## config.mk

```make
export PLATFORM = sky130hd
export DESIGN_NAME = serial_negator
export DESIGN_NICKNAME = d
export VERILOG_FILES = /design/src/rtl/serial_negator_pkg.sv /design/src/rtl/serial_negator_neg_bit_cell.sv /design/src/rtl/serial_negator.sv
export SDC_FILE = /design/constraint.sdc
export NUM_CORES = 1
export LEC_CHECK = 0
export CORE_MARGIN = 5
export CORE_UTILIZATION = 45
export DETAILED_ROUTE_END_ITERATION = 10
export PLACE_DENSITY_LB_ADDON = 0.15
export SKIP_CTS_REPAIR_TIMING = 1
export SLEW_MARGIN = 20
export SYNTH_ARGS = -nofsm -noshare
export SYNTH_HDL_FRONTEND = slang
export SYNTH_HIERARCHICAL = 1
export SYNTH_SLANG_ARGS = --single-unit
```

## constraint.sdc

```tcl
create_clock -name clk -period 1.71 [get_ports clk]
set_input_delay 0.342 -clock clk [delete_from_list [all_inputs] [get_ports clk]]
set_output_delay 0.342 -clock clk [all_outputs]
set_load 0.005 [all_outputs]
```

## src/rtl/serial_negator_pkg.sv

```systemverilog
// serial_negator_pkg: shared state encoding and mode constants for the serial negator
package serial_negator_pkg;
    typedef enum logic [1:0] {IDLE, SHIFT, DONE} state_t;
    localparam logic MODE_ONES = 1'b0;
    localparam logic MODE_TWOS = 1'b1;
endpackage

```

## src/rtl/serial_negator_neg_bit_cell.sv

```systemverilog
// neg_bit_cell: one-bit negation step, the serial-capable form of the plain inverter
module neg_bit_cell
    import serial_negator_pkg::*;
(
    input  logic bit_in,
    input  logic mode,
    input  logic seen_one,
    output logic bit_out,
    output logic seen_one_next
);
    always_comb begin
        bit_out       = (mode == MODE_TWOS && !seen_one) ? bit_in : ~bit_in;
        seen_one_next = seen_one | bit_in;
    end
endmodule

```

## src/rtl/serial_negator.sv

```systemverilog
// serial_negator: LSB-first bit-serial ones'/two's complement negator with valid/ready
module serial_negator
    import serial_negator_pkg::*;
#(
    parameter  int WIDTH = 8,
    localparam int CNT_W = $clog2(WIDTH)
) (
    input  logic             clk,
    input  logic             rst_n,
    input  logic             in_valid,
    output logic             in_ready,
    input  logic [WIDTH-1:0] in_data,
    input  logic             mode,
    output logic             out_valid,
    input  logic             out_ready,
    output logic [WIDTH-1:0] out_data,
    output logic             overflow,
    output logic             zero,
    output logic             busy
);
    state_t             state;
    logic [WIDTH-1:0]   sr;
    logic [WIDTH-2:0]   res;
    logic [WIDTH-1:0]   nxt;
    logic [CNT_W-1:0]   cnt;
    logic               m, seen, ovf, b, sn;

    neg_bit_cell u_cell (
        .bit_in       (sr[0]),
        .mode         (m),
        .seen_one     (seen),
        .bit_out      (b),
        .seen_one_next(sn)
    );

    // result enters at the MSB end; after the last bit nxt is the full word
    assign nxt       = {b, res};
    assign in_ready  = state == IDLE;
    assign out_valid = state == DONE;
    assign busy      = state != IDLE;

    always_ff @(posedge clk or negedge rst_n) begin
        if (!rst_n) begin
            state    <= IDLE;
            sr       <= '0;
            res      <= '0;
            cnt      <= '0;
            m        <= MODE_ONES;
            seen     <= 1'b0;
            ovf      <= 1'b0;
            out_data <= '0;
            overflow <= 1'b0;
            zero     <= 1'b0;
        end else begin
            case (state)
                IDLE: if (in_valid) begin
                    sr    <= in_data;
                    m     <= mode;
                    cnt   <= '0;
                    seen  <= 1'b0;
                    ovf   <= mode == MODE_TWOS && in_data == {1'b1, {(WIDTH-1){1'b0}}};
                    state <= SHIFT;
                end
                SHIFT: begin
                    sr   <= sr >> 1;
                    res  <= nxt[WIDTH-1:1];
                    seen <= sn;
                    cnt  <= cnt + 1'b1;
                    if (cnt == CNT_W'(WIDTH-1)) begin
                        out_data <= nxt;
                        zero     <= nxt == '0;
                        overflow <= ovf;
                        state    <= DONE;
                    end
                end
                DONE: if (out_ready) state <= IDLE;
                default: state <= IDLE;
            endcase
        end
    end
endmodule

```

Yosys cells after proc, flatten, opt, wreduce, memory -nomap -nowiden
Index checks and enable logic that the tools add are counted.
{"block": "totals", "in_bits": 13, "register_bits": 33, "output_inout_bits": 13, "elab_cells": 42}
{"block": "op_classes", "bitwise_logic": 2, "reduce_logical": 11, "add_sub_neg": 1, "eq_ne": 7, "n_mux": 11}
{"op": "$pmux 8 s2", "n": 1}
{"op": "$eq 8x8->1 const B", "n": 1}
{"op": "$logic_not 8->1", "n": 1}
{"op": "$mux 8", "n": 1}
{"op": "$mux 2", "n": 3}
{"op": "$pmux 2 s3", "n": 1}
{"op": "$pmux 3 s2", "n": 1}
{"op": "$reduce_and 2->1", "n": 3}
{"op": "$ne 2x2->1 const B", "n": 2}
{"op": "$reduce_bool 2->1", "n": 2}
{"op": "$add 3x1->3 const B", "n": 1}
{"op": "$eq 3x3->1 const B", "n": 1}
{"op": "$mux 3", "n": 1}
{"op": "$reduce_and 3->1", "n": 1}
{"op": "$eq 2x1->1 const B", "n": 1}
{"op": "$eq 2x2->1 const B", "n": 1}
{"op": "$logic_and 1x1->1", "n": 2}
{"op": "$logic_not 2->1", "n": 1}
{"op": "$mux 1", "n": 2}
{"op": "$ne 2x1->1 const B", "n": 1}
{"op": "$pmux 1 s2", "n": 1}
{"op": "$logic_not 1->1", "n": 1}
{"op": "$not 1->1", "n": 1}
{"op": "$or 1x1->1", "n": 1}

Logic depth before layout (Yosys ltp)
{"block": "logic_depth", "depth_word": 4, "depth_mapped": 6, "ltp_nobuf": 5}

Cells and area by module
Netlist, hierarchy kept.
{"mod": "serial_negator", "cells_each": 130, "area_each_um2": 1388.8, "instances": 1, "seq_area_each_um2": 825.8}
{"mod": "neg_bit_cell", "cells_each": 3, "area_each_um2": 28.8, "instances": 1, "seq_area_each_um2": 0.0}

Least setup slack after synthesis
Ideal clock, no wire load.
{"block": "synth_path", "kind": "register to register", "start": "register cnt[0]", "end": "register out_data[0]", "stages_incl_launch_ff": 6, "arrival_ns": 1.401, "setup_slack_ns": 0.184, "synth_period_minus_slack_ns": 1.526, "setup_ns": 0.125, "required_ns": 1.585, "path_buffers": 1, "cell_sequence": "dfrtp_1 > ha_1 > ha_1 > nand3b_1 > buf_2 > mux2_2"}
{"block": "synth_between", "elab_chain_len": 2}
{"item": "start, declared", "line_no": "serial_negator.sv:25", "text": "logic [CNT_W-1:0] cnt;"}
{"item": "start signal, assigned", "line_no": "serial_negator.sv:68", "text": "cnt <= cnt + 1'b1;"}
{"item": "$eq 3x3->1", "line_no": "serial_negator.sv:69", "text": "if (cnt == CNT_W'(WIDTH-1)) begin"}
{"item": "$reduce_and 2->1 (no line)"}
{"item": "end signal, assigned", "line_no": "serial_negator.sv:70", "text": "out_data <= nxt;"}
{"item": "end, declared", "line_no": "serial_negator.sv:16", "text": "output logic [WIDTH-1:0] out_data,"}
Every way passes these cells.
A chain may end at the register's enable or synchronous reset.

Worst setup path in the final report
{"block": "layout_path", "start": "register state[0]", "end": "register m"}
{"block": "layout_between", "elab_chain_len": 2}
{"item": "start, declared", "line_no": "serial_negator.sv:21", "text": "state_t state;"}
{"item": "start signal, assigned", "line_no": "serial_negator.sv:44", "text": "state <= IDLE;"}
{"item": "start signal, assigned", "line_no": "serial_negator.sv:62", "text": "state <= SHIFT;"}
{"item": "start signal, assigned", "line_no": "serial_negator.sv:73", "text": "state <= DONE;"}
{"item": "$logic_not 2->1", "line_no": "serial_negator.sv:55", "text": "case (state)"}
{"item": "$reduce_and 2->1 (no line)"}
{"item": "end signal, assigned", "line_no": "serial_negator.sv:58", "text": "m <= mode;"}
{"item": "end, declared", "line_no": "serial_negator.sv:26", "text": "logic m, seen, ovf, b, sn;"}
Every way passes these cells.

==> metrics <==
Routed WL per cell=13.9 um; status=complete, no violations; number of H-tree levels=2; core area=3030 um^2; synthesized net count=148; Top FF cell, synth=dfrtp_1; Routed WL=2.98 mm; non-filler instance count after layout=215; synth cell count leaders=nand2_1, dfrtp_1, o21ai_0; placed insts=207; Post-synth ARST share=1.00; CTS tree=yes; number of flops mapped to enable cells by yosys=0; Worst Setup End Kind=flop; Ys Warns=6; nets=186; antenna-violating nets left=0; critical path class=reg2reg; largest net degree at the start of global routing=34; DPL Wire Length=2.13 mm; instance area at placement=1790 um^2; CTS sink count=33; area of the multi-input gates=551 um^2; die height=66.1 um; sequential cell area=826 um^2; Pleak=0.906 nW; io pins=26; n_diodes=0; Clock Pin Slew Worst Setup and Hold Paths=90 ps; kind of cell adding the most delay to the critical path=simple AND/OR/NAND/NOR gates; post-route cell area=1860 um^2; most common cell in the synthesized netlist=nand2_1; clk_skew=2.84 ps; CTS buffer count=5; number of buffer and inverter stages on the critical path=2; area delta synth->final=31.1%; f_max=636 MHz; first-pass GRT wire length=5.12 mm; Synth cell types=25; Clock Path Buffers=2; final setup violation count=0; die width=66.1 um; syn_area_per_cell=10.7 um^2; CP cell instances=buf_4 > buf_4 > or3b_1 > mux2_4; Total GRT Usage=0.158; slew of the pin with the lowest slew margin=517 ps; Worst Path Required=1930 ps; power per cell area=1630 nW/um^2; RSZ-0062 raised after global routing=false; Final Hold Fails=0; worst hold path class=in2async; PortBufs=25; Residual DRC=0; initial core utilization=0.468; max_cap viols=0; Startpoint Class=flop; Rows=20; synthesized instance count=133; Crit path top cell by count=buf_4; Root Driver=clkbuf_4; top cell type's share of synthesized area=0.583; Slowest-stage cell, CP=or3b_1; Peak VDD IR=0.718 mV; fin crit period=1570 ps; max incr delay on CP=450 ps; Worst-Skew Late Latency=330 ps; fin crit share=0.920; fillers=264; placer's final routability congestion estimate=0.721; cell taking the most area after synthesis=dfrtp_1; vias in the first global route=1129; Arr. time, crit path=1790 ps; Pre-antenna DRT Iters=4; Synth area leaders=dfrtp_1, nand2_1, mux2_2; mapped cell area=1420 um^2; die area=4370 um^2; r2r setup slk=140 ps; DRT iter0 DRCs=57; synthesized flop and latch total=33; sequential-to-total area share from yosys stat=0.583; Setup TNS=0 ps; Max Slew Vio Count=0; share of post-route cells with drive strength above 1=0.175; drt via density=5.08; vias post-DR=1093; worst-path fanout max=9; initial antenna violation count=0; Slew HR=0.655; overflow left after global routing=0
-- cell families after synthesis --
family          synth area share
compound gates            0.0883
fa+ha+maj                 0.0176
xor+xnor                 0.00618
simple gates               0.185
mux                       0.0891
flops                      0.583
buf+inv                   0.0309
-- state kept, by name (all words and copies together), names as in the netlist --
name      flops
out_data      8
sr            8
res           7
cnt           3
state         2
m             1
overflow      1
ovf           1
seen          1
zero          1
-- power breakdown --
part / leakage [nW] / internal [W] / switching (W)
sequential: 0.419 / 0.00111 / 0.000228
combinational: 0.455 / 0.000685 / 0.000555
clock: 0.0314 / 0.000194 / 0.000249
total: 0.906 / 0.00199 / 0.00103
-- stage by stage --
| step | hold WS (ps) | utilization | setup slack, ps | power (W) |
|---|---|---|---|---|
| global route | 423 | 0.614 | 39.9 | 0.00329 |
| CTS | 410 | 0.608 | -247 | 0.00303 |
| detailed placement | 479 | 0.590 | 20.7 | 0.00259 |
| floorplan | 46.4 | - | 184 | 0.00201 |
| global placement | 462 | 0.590 | 32.3 | 0.00253 |
| finish | 407 | 0.614 | 138 | 0.00302 |
-- final timing paths --
kind                           from    end  depth (start not counted)
min                           rst_n   zero                          2
min in group clk               zero   zero                          2
max                        state[0]      m                          4
max in group asynchronous     rst_n  sr[4]                          2
min reg2reg                    zero   zero                          2
max reg2reg                state[0]      m                          4
-- cells in the final DEF (no fill, tap or decap), types with 2 or more instances in the layout --
| master | count |
|---|---|
| nand2b_1 | 2 |
| dfrtp_1 | 33 |
| nand3_1 | 4 |
| a22oi_1 | 7 |
| ha_1 | 2 |
| nor4_1 | 3 |
| buf_4 | 11 |
| o21ai_0 | 13 |
| dlymetal6s2s_1 | 3 |
| mux2_2 | 9 |
| nor2b_1 | 3 |
| nand2_1 | 37 |
| inv_1 | 3 |
| clkdlybuf4s50_1 | 22 |
| clkbuf_4 | 5 |
-- metal layers --
metal / vias up / wire length (um) / GRT usage
met3: 7 / 111 / 0.0442
met2: 22 / 1380 / 0.254
met5: - / 0 / 0
met1: 533 / 1430 / 0.190
met4: 0 / 70 / 0.0838
li1: 531 / - / -
-- area by class of cell --
type,instances,share of cell area
sequential,33,0.444
multi-input combinational,91,0.296
timing repair buffer,37,0.194
clock buffer,7,0.0296
tap,44,0.0296
inverter,3,0.00606
-- worst reg2reg max path, stage by stage, from the launching register on --
cell and delay [ps]:
dfrtp_1 410, buf_4 140, buf_4 150, or3b_1 450
mux2_4 320
Note: power is estimated with default switching activity, not from simulation.
